## src/rtl/pong_sound_arbiter.sv

```systemverilog
// pong_sound_arbiter: arbitrates wall/paddle/score sound requests into a single
// square-wave tone generator. Priority is score > paddle > wall. A tone plays
// for a fixed number of video frames, then the block returns to idle.
// Optional feature macro: SOUND_ARB_QUEUE_EN. When it is defined, lower-priority
// requests made during a tone are remembered and played once that tone ends.
// When it is undefined, such requests are dropped and no pending storage exists.
module pong_sound_arbiter #(
  parameter logic [15:0] HALF_WALL   = 16'd25175,
  parameter logic [15:0] HALF_PADDLE = 16'd12587,
  parameter logic [15:0] HALF_SCORE  = 16'd50350,
  parameter logic [5:0]  DUR_WALL    = 6'd4,
  parameter logic [5:0]  DUR_PADDLE  = 6'd4,
  parameter logic [5:0]  DUR_SCORE   = 6'd30
) (
  input  logic       clk,
  input  logic       rst,
  input  logic       en,
  input  logic       frame_tick,
  input  logic       req_wall,
  input  logic       req_paddle,
  input  logic       req_score,
  output logic       sound_out,
  output logic       busy,
  output logic [1:0] active_id
);

  typedef enum logic {IDLE, PLAY} state_t;

  // Source ids double as priority levels: a larger id wins.
  localparam logic [1:0] ID_NONE   = 2'd0;
  localparam logic [1:0] ID_WALL   = 2'd1;
  localparam logic [1:0] ID_PADDLE = 2'd2;
  localparam logic [1:0] ID_SCORE  = 2'd3;

  state_t      state, state_nxt;
  logic [1:0]  id_q, id_nxt;
  logic [15:0] cnt_q, cnt_nxt;
  logic        snd_q, snd_nxt;
  logic [5:0]  frames_q, frames_nxt;

  logic [1:0]  req_id;
  logic [15:0] half_cur;
  logic        tone_wrap;
  logic        do_load;
  logic [1:0]  load_id;

`ifdef SOUND_ARB_QUEUE_EN
  // Pending flags, bit 0 = wall, bit 1 = paddle, bit 2 = score.
  logic [2:0]  pend_q, pend_nxt;
  logic [2:0]  req_vec;
  logic [1:0]  pend_hi;
  logic [1:0]  top_id;
`endif

  function automatic logic [15:0] half_of(input logic [1:0] id);
    case (id)
      ID_WALL:   half_of = HALF_WALL;
      ID_PADDLE: half_of = HALF_PADDLE;
      ID_SCORE:  half_of = HALF_SCORE;
      default:   half_of = 16'd0;
    endcase
  endfunction

  function automatic logic [5:0] dur_of(input logic [1:0] id);
    case (id)
      ID_WALL:   dur_of = DUR_WALL;
      ID_PADDLE: dur_of = DUR_PADDLE;
      ID_SCORE:  dur_of = DUR_SCORE;
      default:   dur_of = 6'd0;
    endcase
  endfunction

`ifdef SOUND_ARB_QUEUE_EN
  // One-hot flag position of a source id.
  function automatic logic [2:0] id_mask(input logic [1:0] id);
    case (id)
      ID_WALL:   id_mask = 3'b001;
      ID_PADDLE: id_mask = 3'b010;
      ID_SCORE:  id_mask = 3'b100;
      default:   id_mask = 3'b000;
    endcase
  endfunction

  // Flags of all sources strictly below the given priority.
  function automatic logic [2:0] below_mask(input logic [1:0] id);
    case (id)
      ID_PADDLE: below_mask = 3'b001;
      ID_SCORE:  below_mask = 3'b011;
      default:   below_mask = 3'b000;
    endcase
  endfunction
`endif

  // Highest-priority request this cycle, and the wrap point of the current tone.
  always_comb begin
    if (req_score)       req_id = ID_SCORE;
    else if (req_paddle) req_id = ID_PADDLE;
    else if (req_wall)   req_id = ID_WALL;
    else                 req_id = ID_NONE;
    half_cur  = half_of(id_q);
    // Half-periods of 0 or 1 both mean "toggle every cycle".
    tone_wrap = (half_cur <= 16'd1) || (cnt_q == half_cur - 16'd1);
`ifdef SOUND_ARB_QUEUE_EN
    req_vec = {req_score, req_paddle, req_wall};
    if (pend_q[2])      pend_hi = ID_SCORE;
    else if (pend_q[1]) pend_hi = ID_PADDLE;
    else if (pend_q[0]) pend_hi = ID_WALL;
    else                pend_hi = ID_NONE;
    top_id = (req_id > id_q) ? req_id : id_q;
`endif
  end

  // Next-state and next-register logic; with en low everything holds.
  always_comb begin
    // NOTE: every variable gets a default first so no path leaves it unassigned,
    // which would otherwise infer a latch.
    state_nxt  = state;
    id_nxt     = id_q;
    cnt_nxt    = cnt_q;
    snd_nxt    = snd_q;
    frames_nxt = frames_q;
    do_load    = 1'b0;
    load_id    = ID_NONE;
`ifdef SOUND_ARB_QUEUE_EN
    pend_nxt   = pend_q;
`endif
    if (en) begin
      case (state)
        IDLE: begin
          load_id = req_id;
`ifdef SOUND_ARB_QUEUE_EN
          if (pend_hi > load_id) load_id = pend_hi;
          pend_nxt = pend_q & ~id_mask(load_id);
`endif
          do_load = (load_id != ID_NONE);
        end
        PLAY: begin
          if (tone_wrap) begin
            cnt_nxt = 16'd0;
            snd_nxt = ~snd_q;
          end else begin
            cnt_nxt = cnt_q + 16'd1;
          end
          if (req_id > id_q) begin
            // Preemption: restart with the new tone; any tick is ignored.
            do_load = 1'b1;
            load_id = req_id;
          end else if (req_id == id_q) begin
            // Same source again: extend only, tone phase keeps running.
            frames_nxt = dur_of(id_q);
          end else if (frame_tick) begin
            if (frames_q <= 6'd1) begin
              state_nxt  = IDLE;
              id_nxt     = ID_NONE;
              cnt_nxt    = 16'd0;
              snd_nxt    = 1'b0;
              frames_nxt = 6'd0;
            end else begin
              frames_nxt = frames_q - 6'd1;
            end
          end
`ifdef SOUND_ARB_QUEUE_EN
          pend_nxt = pend_q | (req_vec & below_mask(top_id));
`endif
        end
        default: state_nxt = IDLE;
      endcase
      if (do_load) begin
        state_nxt  = PLAY;
        id_nxt     = load_id;
        cnt_nxt    = 16'd0;
        snd_nxt    = 1'b0;
        frames_nxt = dur_of(load_id);
      end
    end
  end

  // State registers with synchronous reset that overrides en.
  always_ff @(posedge clk) begin
    // NOTE: sequential state uses non-blocking assignments so every register
    // samples pre-edge values regardless of statement order.
    if (rst) begin
      state    <= IDLE;
      id_q     <= ID_NONE;
      cnt_q    <= 16'd0;
      snd_q    <= 1'b0;
      frames_q <= 6'd0;
`ifdef SOUND_ARB_QUEUE_EN
      pend_q   <= 3'b000;
`endif
    end else begin
      state    <= state_nxt;
      id_q     <= id_nxt;
      cnt_q    <= cnt_nxt;
      snd_q    <= snd_nxt;
      frames_q <= frames_nxt;
`ifdef SOUND_ARB_QUEUE_EN
      pend_q   <= pend_nxt;
`endif
    end
  end

  // Audio is muted while disabled without disturbing the stored phase.
  assign sound_out = snd_q & en;
  assign busy      = (state == PLAY);
  assign active_id = id_q;

endmodule

```

## config.mk

```make
export PLATFORM = sky130hd
export DESIGN_NAME = pong_sound_arbiter
export DESIGN_NICKNAME = d
export VERILOG_FILES = /design/src/rtl/pong_sound_arbiter.sv
export SDC_FILE = /design/constraint.sdc
export NUM_CORES = 1
export LEC_CHECK = 0
export CORE_MARGIN = 4
export CORE_UTILIZATION = 55
export DETAILED_ROUTE_END_ITERATION = 8
export PLACE_DENSITY = 0.83
export SYNTH_ARGS = -nofsm -noshare
export SYNTH_HDL_FRONTEND = slang
export SYNTH_SLANG_ARGS = --single-unit
```

## constraint.sdc

```tcl
create_clock -name clk -period 3.6 [get_ports clk]
set_input_delay 1.08 -clock clk [delete_from_list [all_inputs] [get_ports clk]]
set_output_delay 1.08 -clock clk [all_outputs]
set_load 0.01 [all_outputs]
```

==> results.cfg <==
[detailed_routing]
dr.pass1.iters = 5
ant_nets = 0
wl_um = 4107
viasPerCell = 5.799
drt_iter0_drc = 98
wire_per_inst_um = 14.46
drc = 0
vias = 1647

[sta]
setup_tns_ns = 0
rsz0062_at_grt = no
slew_viol_final = 0
worstMarginPinSlew_ns = 0.4529
max_freq_mhz = 303.0
setup_ws_ns = 0.2997
skew_ns = 0.004504
finalCriticalPeriod_ns = 3.300
setup_viol = 0
slew-limit-headroom_pct = 69.56
period_share_pct = 91.68
holdWs_ns = 0.5229
finalHoldViolations = 0

[grt]
grt_start_max_net_pins = 27
grt_pass1_wl_um = 7031
antenna_found_initial = 0
grt_pass1_vias = 1536
grt.overflow.total = 0
grt_usage_pct = 20.32

[worst_setup_path]
path_class = primary input to primary output
critPathSlowestCell = clkdlybuf4s50_1
cp_slowest_stage_delay_ns = 0.54
startpoint_type = primary input
cp.arrival_ns = 2.22
r2r_cells = 9
worst_path_most_repeated_cell = clkdlybuf4s50_1
cp_max_fo = 2
endpoint_kind = primary output
r2r_start = active_id[0]$_SDFFE_PP0P_
crit_chain = clkdlybuf4s50_1 -> and2_1 -> clkdlybuf4s50_1
reg2reg_to = cnt_q[11]$_SDFFE_PP0P_
cp.required_ns = 2.52
regToRegSetupSlack_ns = 0.94

[min_path]
hold_depth = 2
hold_start = frames_q[0]$_SDFFE_PP0P_
hp-class = register to register
whs_endpoint = frames_q[0]$_SDFFE_PP0P_

[pwr]
p_leak_nw = 0.8137
total_power_mw = 0.7190
p_per_area_nw_per_um2 = 335.1
peakVddDrop_v = 0.0002127

[floorplanning]
io_pins = 11
die-area_sq_um = 4470
die_w_um = 66.86
rows = 21
dieHeight_um = 66.86
core-area_sq_um = 3337
start_util_pct = 57.11

[finish]
final_util_pct = 64.30
areaGrowthSynthToFinish_pct = 12.61
post-route-cell-area_sq_um = 2146
final_cells = 284
drive_gt1_share_pct = 16.39
final_cell_mix = nand2_1 (29), dfxtp_1 (26), xor2_1 (19)
layout_commonest_cell = nand2_1
num_antenna_cells = 0
nets = 259
fillers = 279

[yosys]
synth_seq_cells = 26
synthCells = 222
synth_nets = 242
synth_edf_count = 0
synth_cell_type_count = 51
synthArstFlopShare_pct = 0
ys.flop_type = dfxtp_1
syn_area_per_cell_sq_um = 8.584
netlist_area_sq_um = 1906
yosysSeqAreaShare_pct = 27.31
synth_warnings = 0

[clock_tree]
clockBufferDepth = 2
htree_levels = 1
post_cts_buffers = 0
cts_tree = yes
cts_inserted_buffers = 3
ctsHoldBuffers = 0
cts_root_buf = clkbuf_4
clk_pin_slew_ns = 0.15
clock-sinks = 26
clk_latency_ns = 0.33
cts_resized = 0

[flow_run]
cap_violations = 0

[place]
gp_congestion = 0.9534
dp.cells = 280
dpl.hpwl_um = 3195
placed_area_sq_um = 2093
pre_cts_ws_ns = 0.08748
io_buffers = 10

[run_status]
run_status = complete, no violations
==> how the worst max path moves through the flow <==
stage                from                endpoint  depth (start not counted)
5_1_grt                en               sound_out                          3
6_report               en               sound_out                          3
4_1_cts                en               sound_out                          3
3_5_place_dp   req_paddle  cnt_q[11]$_SDFFE_PP0P_                         10
3_3_place_gp   req_paddle  cnt_q[11]$_SDFFE_PP0P_                         10
2_1_floorplan  req_paddle  cnt_q[11]$_SDFFE_PP0P_                          8
==> cell usage after synthesis (all sizes together) (5+ instances only) <==
master / instances / area [sq um]
nand2: 29 / 108.9
dfxtp: 26 / 520.5
nor3: 21 / 171.4
xor2: 19 / 166.4
nor2: 17 / 71.32
ha: 13 / 162.7
a21oi: 11 / 73.83
nand4: 10 / 62.56
inv: 7 / 26.28
o21ai: 7 / 35.03
nand3: 6 / 35.03
buf: 5 / 42.53
==> critical path: cells and delay by family <==
kind,cells,cell delay (ns)
buffers and inverters,2,1.01
and+or+nand+nor,1,0.12
==> cell families (layout without fill, tap and decap cells) <==
kind of cell | after synthesis | in the layout | share of synthesized area, %
flops | 26 | 26 | 27.31
xor+xnor | 23 | 23 | 10.57
mux | 3 | 3 | 1.576
compound gates | 37 | 37 | 14.77
buf+inv | 14 | 30 | 4.005
simple gates | 106 | 106 | 33.22
fa+ha+maj | 13 | 13 | 8.536
==> cell type report <==
cell class                 instances  area (sq um)  area share, %
clock inverter                     1         30.03          1.399
clock buffer                       3         22.52          1.050
tap                               46         57.56          2.682
sequential                        26         520.5          24.26
inverter                           7         26.28          1.224
multi-input combinational        182          1309          60.99
timing repair buffer              19         180.2          8.397
==> per-layer routing <==
layer	GRT usage (%)	vias up	part of all wire, %
met2	33.54	34	48
li1	-	835	-
met4	4.304	0	0.95
met3	4.047	6	5.0
met5	0	-	0
met1	27.19	772	46
==> sequential cells by signal, indices dropped and copies added (netlist names) <==
signal and flops:
active_id 2, snd_q 1, busy 1, frames_q 6, cnt_q 16
==> report_power, final <==
group	leakage [nW]	switching [mW]	total [mW]	internal (mW)
Clock	0.0279	0.0935	0.206	0.113
Sequential	0.211	0.0130	0.310	0.297
Combinational	0.575	0.115	0.202	0.0871
(Power assumes the default switching activity.)
